### config.mk
export PLATFORM = sky130hd
export DESIGN_NAME = timekeeper_ctrl
export DESIGN_NICKNAME = d
export VERILOG_FILES = /design/src/rtl/clock_pkg.sv /design/src/rtl/timekeeper_ctrl_btn_conditioner.sv /design/src/rtl/timekeeper_ctrl.sv
export SDC_FILE = /design/constraint.sdc
export NUM_CORES = 1
export LEC_CHECK = 0
export CAP_MARGIN = 20
export CORE_ASPECT_RATIO = 1.4
export CORE_MARGIN = 2
export CORE_UTILIZATION = 45
export DETAILED_ROUTE_END_ITERATION = 16
export PLACE_DENSITY = 0.75
export SLEW_MARGIN = 5
export SYNTH_ARGS = -nofsm -noshare
export SYNTH_HDL_FRONTEND = slang
export SYNTH_SLANG_ARGS = --single-unit
### constraint.sdc
create_clock -name clk -period 3.3 [get_ports clk]
set_input_delay 0.66 -clock clk [delete_from_list [all_inputs] [get_ports clk]]
set_output_delay 0.66 -clock clk [all_outputs]
set_load 0.01 [all_outputs]
### src/rtl/clock_pkg.sv
// Shared types and limits for the digital clock mode/set controller.
// edit_field is the raw state encoding, so the enum values are fixed at 0..3.
package clock_pkg;

  typedef enum logic [1:0] {
    ST_RUN     = 2'd0,
    ST_SET_HR  = 2'd1,
    ST_SET_MIN = 2'd2,
    ST_SET_SEC = 2'd3
  } clock_state_e;

  localparam logic [5:0] SEC_MAX = 6'd59;
  localparam logic [5:0] MIN_MAX = 6'd59;
  localparam logic [4:0] HR_MAX  = 5'd23;

  function automatic logic [5:0] wrap_inc(input logic [5:0] value, input logic [5:0] max_value);
    return (value == max_value) ? 6'd0 : value + 6'd1;
  endfunction

  function automatic clock_state_e next_mode(input clock_state_e s);
    case (s)
      ST_RUN:     return ST_SET_HR;
      ST_SET_HR:  return ST_SET_MIN;
      ST_SET_MIN: return ST_SET_SEC;
      default:    return ST_RUN;
    endcase
  endfunction

endpackage

### src/rtl/timekeeper_ctrl_btn_conditioner.sv
// Raw button -> 2-FF synchronizer, optional debounce (DEBOUNCE_EN), one-cycle press pulse.
// Pin change sampled at edge k gives a press pulse after edge k+3 (plus DEB_CYCLES when debounced).
module btn_conditioner
`ifdef DEBOUNCE_EN
#(
  parameter int DEB_CYCLES = 16
)
`endif
(
  input  logic clk,
  input  logic reset_n,
  input  logic btn,
  output logic press
);

  logic sync1_reg, sync2_reg, level_reg, level_d_reg, press_reg;

  always_ff @(posedge clk or negedge reset_n) begin
    if (!reset_n) begin
      sync1_reg   <= 1'b0;
      sync2_reg   <= 1'b0;
      level_d_reg <= 1'b0;
      press_reg   <= 1'b0;
    end else begin
      sync1_reg   <= btn;
      sync2_reg   <= sync1_reg;
      level_d_reg <= level_reg;
      press_reg   <= level_reg & ~level_d_reg;
    end
  end

`ifdef DEBOUNCE_EN
  localparam int CW = $clog2(DEB_CYCLES + 1);
  logic [CW-1:0] deb_cnt_reg;

  // The level follows the synchronized pin only after it has differed for DEB_CYCLES clocks.
  always_ff @(posedge clk or negedge reset_n) begin
    if (!reset_n) begin
      level_reg   <= 1'b0;
      deb_cnt_reg <= '0;
    end else if (sync2_reg == level_reg) begin
      deb_cnt_reg <= '0;
    end else if (deb_cnt_reg == CW'(DEB_CYCLES)) begin
      level_reg   <= sync2_reg;
      deb_cnt_reg <= '0;
    end else begin
      deb_cnt_reg <= deb_cnt_reg + 1'b1;
    end
  end
`else
  always_ff @(posedge clk or negedge reset_n) begin
    if (!reset_n) level_reg <= 1'b0;
    else          level_reg <= sync2_reg;
  end
`endif

  assign press = press_reg;

endmodule

### src/rtl/timekeeper_ctrl.sv
// Clock mode/set controller: 1 s tick prescaler, set-time FSM, load strobes, blink.
// Optional button debounce is enabled by defining DEBOUNCE_EN.
module timekeeper_ctrl
  import clock_pkg::*;
#(
  parameter int TICK_DIV = 50_000_000
`ifdef DEBOUNCE_EN
  , parameter int DEB_CYCLES = 16
`endif
) (
  input  logic       clk,
  input  logic       reset_n,
  input  logic       btn_mode,
  input  logic       btn_inc,
  input  logic [5:0] sec_in,
  input  logic [5:0] min_in,
  input  logic [4:0] hr_in,
  output logic       tick,
  output logic       load_sec,
  output logic       load_min,
  output logic       load_hr,
  output logic [5:0] load_val,
  output logic [1:0] edit_field,
  output logic       blink
);

  localparam int HALF = TICK_DIV / 2;
  localparam int PW   = $clog2(TICK_DIV);
  localparam int BW   = $clog2(HALF);

  logic [1:0] btn_raw;
  logic [1:0] btn_press;
  assign btn_raw = {btn_inc, btn_mode};

  for (genvar gi = 0; gi < 2; gi++) begin : g_btn
`ifdef DEBOUNCE_EN
    btn_conditioner #(.DEB_CYCLES(DEB_CYCLES)) u_btn (
`else
    btn_conditioner u_btn (
`endif
      .clk     (clk),
      .reset_n (reset_n),
      .btn     (btn_raw[gi]),
      .press   (btn_press[gi])
    );
  end

  clock_state_e  state_reg, state_next;
  logic [PW-1:0] presc_reg;
  logic [BW-1:0] blink_cnt_reg;
  logic          tick_reg, blink_reg, load_sec_reg, load_min_reg, load_hr_reg;
  logic [5:0]    load_val_reg;

  // A mode press always wins; a coincident inc press is simply never looked at.
  assign state_next = btn_press[0] ? next_mode(state_reg) : state_reg;

  always_ff @(posedge clk or negedge reset_n) begin
    if (!reset_n) begin
      state_reg     <= ST_RUN;
      presc_reg     <= '0;
      blink_cnt_reg <= '0;
      tick_reg      <= 1'b0;
      blink_reg     <= 1'b0;
      load_sec_reg  <= 1'b0;
      load_min_reg  <= 1'b0;
      load_hr_reg   <= 1'b0;
      load_val_reg  <= '0;
    end else begin
      state_reg    <= state_next;
      tick_reg     <= 1'b0;
      load_sec_reg <= 1'b0;
      load_min_reg <= 1'b0;
      load_hr_reg  <= 1'b0;
      load_val_reg <= '0;
      if (state_next != state_reg) begin
        // Any state change restarts both the tick period and the blink phase.
        presc_reg     <= '0;
        blink_cnt_reg <= '0;
        blink_reg     <= (state_next != ST_RUN);
      end else if (state_reg == ST_RUN) begin
        blink_reg     <= 1'b0;
        blink_cnt_reg <= '0;
        if (presc_reg == PW'(TICK_DIV - 1)) begin
          tick_reg  <= 1'b1;
          presc_reg <= '0;
        end else begin
          presc_reg <= presc_reg + 1'b1;
        end
      end else begin
        presc_reg <= '0;
        if (blink_cnt_reg == BW'(HALF - 1)) begin
          blink_cnt_reg <= '0;
          blink_reg     <= ~blink_reg;
        end else begin
          blink_cnt_reg <= blink_cnt_reg + 1'b1;
        end
        if (btn_press[1]) begin
          case (state_reg)
            ST_SET_HR: begin
              load_hr_reg  <= 1'b1;
              load_val_reg <= wrap_inc({1'b0, hr_in}, {1'b0, HR_MAX});
            end
            ST_SET_MIN: begin
              load_min_reg <= 1'b1;
              load_val_reg <= wrap_inc(min_in, MIN_MAX);
            end
            default: begin
              load_sec_reg <= 1'b1;
              load_val_reg <= wrap_inc(sec_in, SEC_MAX);
            end
          endcase
        end
      end
    end
  end

  assign tick       = tick_reg;
  assign load_sec   = load_sec_reg;
  assign load_min   = load_min_reg;
  assign load_hr    = load_hr_reg;
  assign load_val   = load_val_reg;
  assign edit_field = state_reg;
  assign blink      = blink_reg;

endmodule
; ---- Word level (Yosys, flattened, before mapping)
; Cells that the tools add are included.
[classes]
n_reduce_logical = 4
mux = 33
bitwise = 5
eq_ne = 8
addsub = 5
[ops]
columns = cell, count
row1 = $mux 26, 3
row2 = $mux 25, 3
row3 = $mux 6, 6
row4 = $add 26x1->26 const B, 1
row5 = $eq 26x26->1 const B, 1
row6 = $add 25x1->25 const B, 1
row7 = $eq 25x25->1 const B, 1
row8 = $mux 1, 18
row9 = $add 6x1->6 const B, 2
row10 = $eq 6x6->1 const B, 2
row11 = $pmux 6 s2, 1
row12 = $add 5x1->6 const B, 1
row13 = $pmux 2 s3, 1
row14 = $eq 5x5->1 const B, 1
row15 = $not 1->1, 3
row16 = $reduce_bool 3->1, 1
row17 = $and 1x1->1, 2
row18 = $eq 2x1->1 const B, 1
row19 = $eq 2x2->1 const B, 1
row20 = $logic_not 2->1, 1
row21 = $mux 2, 1
row22 = $ne 2x2->1, 1
row23 = $reduce_bool 2->1, 1
row24 = $reduce_or 2->1, 1
[word_totals]
reg_bits = 74
in_bits = 21

; ---- Logic depth before layout (Yosys ltp)
; Gate-level depths: netlist of run 1.
[depth]
word_depth = 6
mapped_depth = 8

; ---- Cells and area by module
; A second synthesis of run 1 with hierarchy kept.
[hier_totals]
hier_cells = 372
hier_area_um2 = 3791.1
[modules_own_cells]
columns = module, n_inst, area_per_inst_um2, cells_each, seq_area_each_um2
row1 = timekeeper_ctrl, 1, 3513.4, 360, 1601.5
row2 = btn_conditioner, 2, 138.9, 6, 125.1

; ---- Least setup slack after synthesis of run 1
; Ideal clock, no wire load.
[synth_timing]
path_kind = register to register
startpoint = register state_reg[0] (netlist: edit_field[0])
endpoint = register blink_cnt_reg[12]
path_slack_ns = 1.220
setup_time_ns = 0.072
path_stages_with_launch = 9
n_path_buf = 2
synth_period_minus_slack_ns = 2.080
arrival_time_ns = 2.008
path_cell_list = dfrtp_1 > inv_1 > ha_1 > clkbuf_1 > xor2_1 > o21a_1 > a211o_2 > buf_4 > nor2_1
[synth_via]
elab_chain_cells = 5
word_cells_on_any_way = 8
classes_between = eq/ne: 3 / mux: 4 / reduce/logical: 1
[synth_rtl]
columns = item, line_no
row1 = "start, declared", timekeeper_ctrl.sv:48  ; clock_state_e state_reg, state_next;
row2 = "start signal, assigned", timekeeper_ctrl.sv:69  ; state_reg <= state_next;
row3 = "$eq 2x2->1, or another cell as far along", clock_pkg.sv:21  ; case (s)
row4 = $pmux 2 s3, clock_pkg.sv:21
row5 = $mux 2, timekeeper_ctrl.sv:55  ; assign state_next = btn_press[0] ? next_mode(state_reg) : state_reg;
row6 = $ne 2x2->1, timekeeper_ctrl.sv:75  ; if (state_next != state_reg) begin
row7 = $mux 25 (*), timekeeper_ctrl.sv:75
row8 = "end signal, assigned", timekeeper_ctrl.sv:95  ; blink_cnt_reg <= blink_cnt_reg + 1'b1;
row9 = "end, declared", timekeeper_ctrl.sv:50  ; logic [BW-1:0] blink_cnt_reg;
; Every way passes the cells marked *; elsewhere a longest branch is shown, timed or not.
; A chain may end at the register's enable or synchronous reset.

; ---- Worst setup path after layout of run 1
[layout_timing]
startpoint = register state_reg[0] (netlist: edit_field[0])
endpoint = register presc_reg[19]
[layout_via]
elab_chain_cells = 5
word_cells_on_any_way = 8
classes_between = eq/ne: 3 / mux: 4 / reduce/logical: 1
[layout_rtl]
columns = item, line_no
row1 = "$eq 2x2->1, or another cell as far along", clock_pkg.sv:21
row2 = $pmux 2 s3, clock_pkg.sv:21
row3 = $mux 2, timekeeper_ctrl.sv:55
row4 = $ne 2x2->1, timekeeper_ctrl.sv:75
row5 = $mux 26 (*), timekeeper_ctrl.sv:75
row6 = "end signal, assigned", timekeeper_ctrl.sv:87  ; presc_reg <= presc_reg + 1'b1;
row7 = "end, declared", timekeeper_ctrl.sv:49  ; logic [PW-1:0] presc_reg;
; Marked as above.

==> results of run 1 <==
[logic make-up after synthesis]
family | Yosys count | synth area share [%]
flip-flops | 74 | 49.6
adder cells (fa/ha/maj) | 9 | 3.02
AND/OR/NAND/NOR | 189 | 25.6
multiplexers | 1 | 0.268
XOR/XNOR | 56 | 13.1
AO/OA/AOI/OAI | 32 | 6.01
buffers and inverters | 17 | 2.31
[report_power, final]
| group | switching (mW) | total (mW) | internal [mW] |
|---|---|---|---|
| logic | 0.444 | 0.739 | 0.296 |
| clock network | 0.348 | 1.05 | 0.699 |
| registers | 0.0670 | 1.05 | 0.980 |
| total | 0.859 | 2.83 | 1.98 |
[area by class of cell]
cell class	count	area, µm²	share of cell area (%)
Tap cell	102	128	2.86
Timing Repair Buffer	35	340	7.62
Clock buffer	13	260	5.83
Multi-Input combinational cell	287	1790	40.1
Clock inverter	2	60.1	1.34
Inverter	9	33.8	0.757
Sequential cell	74	1850	41.5
[critical path, cell delays in order, from the launching register on]
cell and delay, ns:
dfrtp_1 0.47, inv_1 0.14, ha_1 0.62, xor2_1 0.17, o21ai_0 0.28, nand3_2 0.45, nor2_1 0.23
[cell usage after synthesis (2+ instances only)]
| library cell | number |
|---|---|
| dfrtp_1 | 74 |
| nor2_1 | 74 |
| xor2_1 | 37 |
| nand3_1 | 30 |
| nand2_1 | 24 |
| nand4_1 | 19 |
| xnor2_1 | 19 |
| ha_1 | 9 |
| inv_1 | 9 |
| o21ai_0 | 8 |
| nor3_1 | 7 |
| a21oi_1 | 6 |
| and3_1 | 5 |
| and4_1 | 5 |
| nor2b_1 | 5 |
| nor4_1 | 5 |
| clkbuf_1 | 4 |
| a211oi_1 | 2 |
| and2_1 | 2 |
| and3_2 | 2 |
| buf_4 | 2 |
| buf_6 | 2 |
| nand2b_1 | 2 |
| nor4_4 | 2 |
| o21a_1 | 2 |
| o221a_2 | 2 |
[worst paths after layout]
path | start | endpoint | slack (ns) | cells after the start
min in group asynchronous | reset_n | presc_reg[23] | 0.36 | 1
hold / removal | g_btn[0].u_btn.sync2_reg | g_btn[0].u_btn.level_reg | 0.35 | 0
max in group asynchronous | reset_n | load_val[3] | 2.17 | 2
setup / recovery | edit_field[0] | presc_reg[19] | 0.85 | 6
setup reg to reg | edit_field[0] | presc_reg[19] | 0.85 | 6
hold reg to reg | g_btn[0].u_btn.sync2_reg | g_btn[0].u_btn.level_reg | 0.35 | 0
[layer usage]
metal,track usage [%],routed length [µm],part of all wire [%],vias up
li1,-,-,-,1392
met1,19.7,2950,42,1365
met2,29.7,3740,53,48
met3,3.81,213,3.0,15
met4,9.04,183,2.6,0
met5,0,0,0,-
[metrics by stage]
| stage | power (mW) | hold WS (ns) | util [%] | area [µm²] | setup slack, ns |
|---|---|---|---|---|---|
| after floorplan | 1.60 | 0.331 | - | 3730 | 1.22 |
| after global placement | 1.78 | 0.332 | 51.2 | 4150 | 0.921 |
| after global routing | 2.99 | 0.357 | 55.1 | 4470 | 0.556 |
| final | 2.83 | 0.348 | 55.1 | 4470 | 0.853 |
| after detailed placement | 1.80 | 0.338 | 51.2 | 4150 | 0.833 |
| after CTS | 2.86 | 0.351 | 55.1 | 4470 | 0.833 |
==> summary.md, run 1 <==
| Metric | Value |
|---|---|
| Status | finished, final reports clean |
| Drt first pass iters | 4 |
| Cts bufs inserted | 9 |
| Final nets | 446 |
| Final ANT Viol Nets | 0 |
| VDD IR max | 0.401 mV |
| Hold_buf cts | 0 |
| Worst Skew | 0.00490 ns |
| Post-Syn Nets | 408 |
| GRT overflow | 0 |
| Worst setup EP type | register |
| Routed len/inst | 13.6 µm |
| Ys async rst share | 100% |
| Largest net degree at the start of global routing | 33 |
| PD cells | 635 mW/mm² |
| Tot GR Track Use | 17.3% |
| CTS tree | done |
| Final Hold Viols | 0 |
| Number of antenna violations at the first check in global routing | 0 |
| Crit path max fanout | 25 |
| PortBufs | 33 |
| Finish-stage setup viols | 0 |
| Share of the synthesized area in the top cell type | 49.6% |
| Top post-synthesis cells by area | dfrtp_1 (50%), xor2_1 (8.7%), nor2_1 (7.4%) |
| Core box area | 0.00810 mm² |
| Syn_area_per_cell | 9.87 µm² |
| Die Span Y | 112 µm |
| Fin cells | 522 |
| GP Congestion | 0.853 |
| Die area | 0.00904 mm² |
| Ys flop type | dfrtp_1 |
| Worst EP required | 3.55 ns |
| Htree depth | 3 |
| Drc violations | 0 |
| Final setup TNS | 0 ns |
| Filler Cells Inserted | 703 |
| Post-CTS resize count | 0 |
| Vias/cell | 5.40 |
| Layout cell share with drive strength beyond 1 | 5.95% |
| Via count | 2820 |
| Worst slew margin | 38.7% |
| Die W | 80.9 µm |
| Worst-Margin Slew | 0.911 ns |
| RSZ-0062 raised after global routing | no |
| P_leak | 1.89 nW |
| CTS root buffer | clkbuf_16 |
| Clk_lat worst skew | 0.33 ns |
| Mapped cell area | 0.00373 mm² |
| Fin crit share | 74.2% |
| First-pass GRT wire length | 12300 µm |
| Post-synth EDFFs | 0 |
| Startpoint Class | register |
| Minimum clock period | 2.45 ns |
| Setup bufs post-CTS | 0 |
| Synth warn | 0 |
| Antenna Cells | 0 |
| I/O pin total | 34 |
| Leading area contributor after synthesis | dfrtp_1 |
| Slew Limit Fails | 0 |
| Syn-to-layout area delta | 19.7% |
| Initial DRC count | 141 |
| Synth unique cells | 46 |
| Flip-flop count of the largest register after layout | 26 |
| Clock buffer depth | 2 |
| #FFs+latches synth | 74 |
| Post-synthesis sequential area ratio | 49.6% |
| DP HPWL | 5020 µm |
| Initial core utilization | 46.0% |
| CTS clk-pin slew, worst paths | 0.05 ns |
| Most frequent cells in the layout | nor2_1 (74), dfrtp_1 (74), xor2_1 (37), clkdlybuf4s50_1 (32), nand3_1 (30) |
| Drt total wl | 7090 µm |
| Worst endpoint data arrival time | 2.70 ns |
| Max-cap violations | 0 |
| Max Clk Rate | 0.409 GHz |
| Critical path class | reg -> reg |
| Worst min path class | reg -> reg |
| Cells after synthesis | 378 |
| CTS Sinks | 74 |
| Dpl cells | 507 |
| Num rows | 39 |
| Vias in the first global route | 2877 |
Note: power is estimated with default switching activity, not from simulation.
==> run 2: changes to the inputs <==
==> constraint.sdc (replaced) <==
create_clock -name clk -period 2.5 [get_ports clk]
set_input_delay 0.5 -clock clk [delete_from_list [all_inputs] [get_ports clk]]
set_output_delay 0.5 -clock clk [all_outputs]
set_load 0.01 [all_outputs]
==> run 2 against run 1 <==
Against the previous run:
- clock power grew 25%
- non-clock buffer count up 4
- setup slack worse by 0.60 ns
- die area unchanged
- power increased by 31%
- flip-flop and latch count unchanged
- highest routed layer unchanged
==> summary.md, run 2 (synthesis results as in run 1) <==
| Metric | Value |
|---|---|
| Status | finished, final reports clean |
| Critical path class | reg -> reg |
| Num rows | 39 |
| Clock buffer depth | 2 |
| FF+latch area | 0.00185 mm² |
| Core box area | 0.00810 mm² |
| Die Span Y | 112 µm |
| P_leak | 1.90 nW |
| Worst slew margin | 63.2% |
| PortBufs | 33 |
| Startpoint Class | register |
| GP Congestion | 0.859 |
| First-pass GRT wire length | 12700 µm |
| Max Clk Rate | 0.446 GHz |
| Final ANT Viol Nets | 0 |
| Fin cells | 527 |
| Pre-CTS setup slack | 0.214 ns |
| Flip-flop count of the largest register after layout | 26 |
| Initial core utilization | 46.0% |
| Cts bufs inserted | 9 |
| Max-cap violations | 0 |
| CTS Sinks | 74 |
| GRT overflow | 0 |
| Crit path max fanout | 9 |
| FF-to-FF setup slack | 0.26 ns |
| Final nets | 450 |
| Worst endpoint data arrival time | 2.48 ns |
| Number of antenna violations at the first check in global routing | 0 |
| CTS clk-pin slew, worst paths | 0.06 ns |
| PD cells | 822 mW/mm² |
| CTS root buffer | clkbuf_16 |
| Drc violations | 0 |
| Die W | 80.9 µm |
| Vias/cell | 5.38 |
| Hold_buf cts | 0 |
| Initial DRC count | 184 |
| Worst setup EP type | register |
| Setup bufs post-CTS | 0 |
| Most frequent cells in the layout | nor2_1 (74), dfrtp_1 (74), xor2_1 (37), clkdlybuf4s50_1 (32), nand3_1 (30) |
| Drt total wl | 7280 µm |
| Antenna Cells | 0 |
| Via count | 2837 |
| Worst min path class | in -> async |
| Fin crit share | 89.7% |
| Die area | 0.00904 mm² |
| Multi-input gate area | 0.00180 mm² |
| Layout cell share with drive strength beyond 1 | 7.29% |
| CTS tree | done |
| Filler Cells Inserted | 729 |
| Slew Limit Fails | 0 |
| Final Hold Viols | 0 |
| Crit path from | edit_field[0] |
| Clk_lat worst skew | 0.33 ns |
| Worst EP required | 2.74 ns |
| Dpl cells | 511 |
| Minimum clock period | 2.24 ns |
| Finish-stage setup viols | 0 |
| Drt first pass iters | 4 |
| Syn-to-layout area delta | 20.7% |
| Final setup TNS | 0 ns |
| Worst Skew | 0.00845 ns |
| Worst-Margin Slew | 0.546 ns |
| Largest net degree at the start of global routing | 34 |
| Htree depth | 3 |
| I/O pin total | 34 |
| Tot GR Track Use | 18.0% |
| Vias in the first global route | 2836 |
| DP HPWL | 5070 µm |
| VDD IR max | 0.420 mV |
| Routed len/inst | 13.8 µm |
| Reg2Reg Launch Point | edit_field[0] |
| RSZ-0062 raised after global routing | no |
| Worst setup margin | 0.257 ns |
==> run 2: cell types whose count changed in the layout (fill, tap and decap cells not counted) <==
| cell | delta |
|---|---|
| buf_12 | +1 |
| buf_4 | +3 |
| nand3_4 | +1 |
| bufinv_16 | -1 |
| nand3_2 | -1 |
| clkinvlp_4 | +2 |
| clkbuf_1 | -1 |
| clkinv_2 | +1 |
==> run 2: final cells by class <==
cell class | instances | share of cell area, %
well taps | 102 | 2.83
inverters | 9 | 0.750
clock inverters | 4 | 1.11
flip-flops and latches | 74 | 41.1
clock buffers | 12 | 5.70
repair buffers | 39 | 8.50
multi-input cells | 287 | 40.0
==> run 2: worst max-delay path: stages, from the launching register on <==
cell     delay (ns)
dfrtp_1        0.48
inv_1          0.15
ha_1           0.29
nor2b_1        0.17
xnor2_1        0.14
o21ai_0        0.30
nand3_1        0.34
nor3_1         0.28
==> run 2: routing by layer <==
layer | vias up | track usage [%] | wire length (µm)
li1 | 1393 | - | -
met1 | 1393 | 21.5 | 3040
met2 | 42 | 30.6 | 3920
met3 | 9 | 3.16 | 185
met4 | 0 | 8.59 | 138
met5 | - | 0 | 0
==> run 2: final timing paths <==
kind                                                  to  cells after the start
worst max-delay path                         load_val[3]                      7
worst min-delay path                        presc_reg[2]                      1
worst max register to register               load_val[3]                      7
worst min register to register  g_btn[0].u_btn.sync2_reg                      0
max in group asynchronous               blink_cnt_reg[6]                      2
min in group clk                g_btn[0].u_btn.sync2_reg                      0
==> run 2: repair_timing <==
action | 4_1_cts | 5_1_grt
endpoints found under the setup margin | 0 | 5
hold endpoints to repair | 0 | 0
resized for setup | 0 | 1
==> run 2: through the flow <==
stage | util [%] | instance area (µm²) | hold WS [ns] | total power [mW]
2_1_floorplan | - | 3730 | 0.204 | 2.11
3_3_place_gp | 51.7 | 4190 | 0.333 | 2.38
3_5_place_dp | 51.7 | 4190 | 0.336 | 2.41
4_1_cts | 55.5 | 4490 | 0.149 | 3.74
5_1_grt | 55.6 | 4500 | 0.181 | 3.92
6_report | 55.6 | 4500 | 0.147 | 3.70
==> run 2: where the power goes <==
part | leakage [nW] | switching (mW) | internal [mW]
Clock | 0.145 | 0.480 | 0.825
Combinational | 0.753 | 0.600 | 0.412
Sequential | 1.00 | 0.0892 | 1.29
==> run 3: changes to the inputs <==
--- a/config.mk
+++ b/config.mk
@@ -6,10 +6,11 @@
 export NUM_CORES = 1
 export LEC_CHECK = 0
 export CAP_MARGIN = 20
-export CORE_ASPECT_RATIO = 1.4
+export CORE_ASPECT_RATIO = 1.1
 export CORE_MARGIN = 2
 export CORE_UTILIZATION = 45
 export DETAILED_ROUTE_END_ITERATION = 16
+export GPL_TIMING_DRIVEN = 0
 export PLACE_DENSITY = 0.75
 export SLEW_MARGIN = 5
 export SYNTH_ARGS = -nofsm -noshare
==> run 3 against run 2 <==
Against the previous run:
- register-to-register slack improved by 0.03 ns
- combinational power increased by 8%
- sequential power about the same
- final cell count increased by 1.3%
- clock power decreased by 21%
- flip-flop and latch count unchanged
- sequential share of layout area increased by 0.60 points
- critical path type unchanged
- largest cell class unchanged
==> summary.md, run 3 (synthesis results as in run 1) <==
| Metric | Value |
|---|---|
| Status | finished, final reports clean |
| Htree depth | 3 |
| Dpl cells | 519 |
| PD cells | 790 mW/mm² |
| Pre-CTS setup slack | -0.0258 ns |
| Clock buffer depth | 2 |
| CTS clk-pin slew, worst paths | 0.08 ns |
| Num rows | 34 |
| Final Hold Viols | 0 |
| Fin cells | 534 |
| Finish-stage setup viols | 0 |
| VDD IR max | 0.541 mV |
| Vias/cell | 5.33 |
| Cts bufs inserted | 9 |
| Startpoint Class | register |
| Final ANT Viol Nets | 0 |
| Fin crit share | 88.4% |
| Flip-flop count of the largest register after layout | 26 |
| I/O pin total | 34 |
| Cell area after layout | 0.00444 mm² |
| Final nets | 451 |
| Minimum clock period | 2.21 ns |
| Core box area | 0.00800 mm² |
| Hold_ws | 0.0479 ns |
| PortBufs | 32 |
| FF-to-FF setup slack | 0.29 ns |
| GRT overflow | 0 |
| Via count | 2844 |
| Flop pwr share | 39.3% |
| Filler Cells Inserted | 725 |
| Drc violations | 0 |
| Multi-input gate area | 0.00180 mm² |
| Crit path max fanout | 10 |
| FF+latch area | 0.00185 mm² |
| Worst setup margin | 0.291 ns |
| Slew Limit Fails | 0 |
| Clk_lat worst skew | 0.35 ns |
| Drt first pass iters | 4 |
| Worst EP required | 2.77 ns |
| Drt total wl | 7230 µm |
| CTS root buffer | clkbuf_8 |
| Dpl cell area | 0.00421 mm² |
| Worst slew margin | 39.3% |
| CTS Sinks | 74 |
| Internal cell power | 2.32 mW |
| GP Congestion | 0.920 |
| Reg2Reg Launch Point | edit_field[0] |
| Comb pwr share | 31.0% |
| Initial core utilization | 46.6% |
| Max-cap violations | 0 |
| RSZ-0062 raised after global routing | no |
| P_leak | 1.86 nW |
| Syn-to-layout area delta | 19.0% |
| Most frequent cells in the layout | nor2_1 (74), dfrtp_1 (74), xor2_1 (37), clkdlybuf4s50_1 (31), nand3_1 (29) |
| CTS tree | done |
| Antenna Cells | 0 |
| Worst Skew | 0.0107 ns |
| R2R cell count | 7 |
| Initial DRC count | 113 |
| Switching Fraction | 33.9% |
| Worst endpoint data arrival time | 2.48 ns |
| Worst min path class | in -> async |
| Layout cell share with drive strength beyond 1 | 7.51% |
| Die W | 90.8 µm |
| Die Span Y | 99.5 µm |
| Critical path class | reg -> reg |
| Routed len/inst | 13.5 µm |
| Tot GR Track Use | 17.8% |
| Worst setup EP type | register |
| FF-to-FF End | blink_cnt_reg[18] |
| Max Clk Rate | 0.453 GHz |
| First-pass GRT wire length | 13200 µm |
| Worst-Margin Slew | 0.902 ns |
| DP HPWL | 5170 µm |
| Largest net degree at the start of global routing | 51 |
| Vias in the first global route | 2855 |
| Number of antenna violations at the first check in global routing | 0 |
| Die area | 0.00903 mm² |
| Clock share of power | 29.6% |
| Sw Pwr | 1.19 mW |
run 3: worst max path at each step:
stage                                   end     startpoint  slack, ns
after floorplan           blink_cnt_reg[12]  edit_field[0]       0.42
after global placement     blink_cnt_reg[6]        reset_n      -1.57
after CTS                       load_val[3]  edit_field[0]       0.05
after detailed placement        load_val[3]  edit_field[0]      -0.03
after global routing          presc_reg[19]  edit_field[0]       0.09
final                     blink_cnt_reg[18]  edit_field[0]       0.29
run 3: what timing repair did:
item / CTS / global route
pin swaps: 0 / 0
setup endpoints to repair: 3 / 26
setup buffers: 0 / 0
resized for setup: 1 / 1
hold endpoints to repair: 0 / 0
hold buffers: 0 / 0
run 3: per-layer routing:
metal / wire length (µm) / vias up / GRT usage [%]
li1: - / 1404 / -
met1: 3310 / 1388 / 23.8
met2: 3570 / 44 / 29.1
met3: 245 / 8 / 3.64
met4: 107 / 0 / 5.94
met5: 0 / - / 0
run 3: cell type report:
type                    count  share of cell area (%)
inverters                   9                   0.761
flip-flops and latches     74                    41.7
clock buffers               9                    2.79
multi-input cells         287                    40.5
well taps                 108                    3.05
plain buffers               7                    1.10
repair buffers             33                    7.78
clock inverters             7                    2.28
run 3: critical path, cell delays in order, from the launching register on:
cell and delay [ns]:
dfrtp_1 0.48, inv_1 0.14, ha_1 0.45, xor2_1 0.22, o21a_1 0.21, a211o_2 0.33, buf_4 0.20, nor2_1 0.11
run 3: power groups by stage:
stage                     clock (mW)  combinational (mW)  sequential (mW)
after floorplan                    0               0.702             1.41
after global placement             0                1.05             1.40
after detailed placement           0                1.08             1.40
after CTS                       1.07                1.09             1.38
after global routing            1.12                1.20             1.39
final                           1.04                1.09             1.38
run 3: through the flow:
step / setup TNS, ns / util [%] / power (mW)
final: 0 / 55.5 / 3.51
after global routing: 0 / 55.5 / 3.72
after CTS: 0 / 55.5 / 3.54
after detailed placement: -0.0362 / 52.6 / 2.48
after global placement: -115.81 / 52.3 / 2.45
after floorplan: 0 / - / 2.11
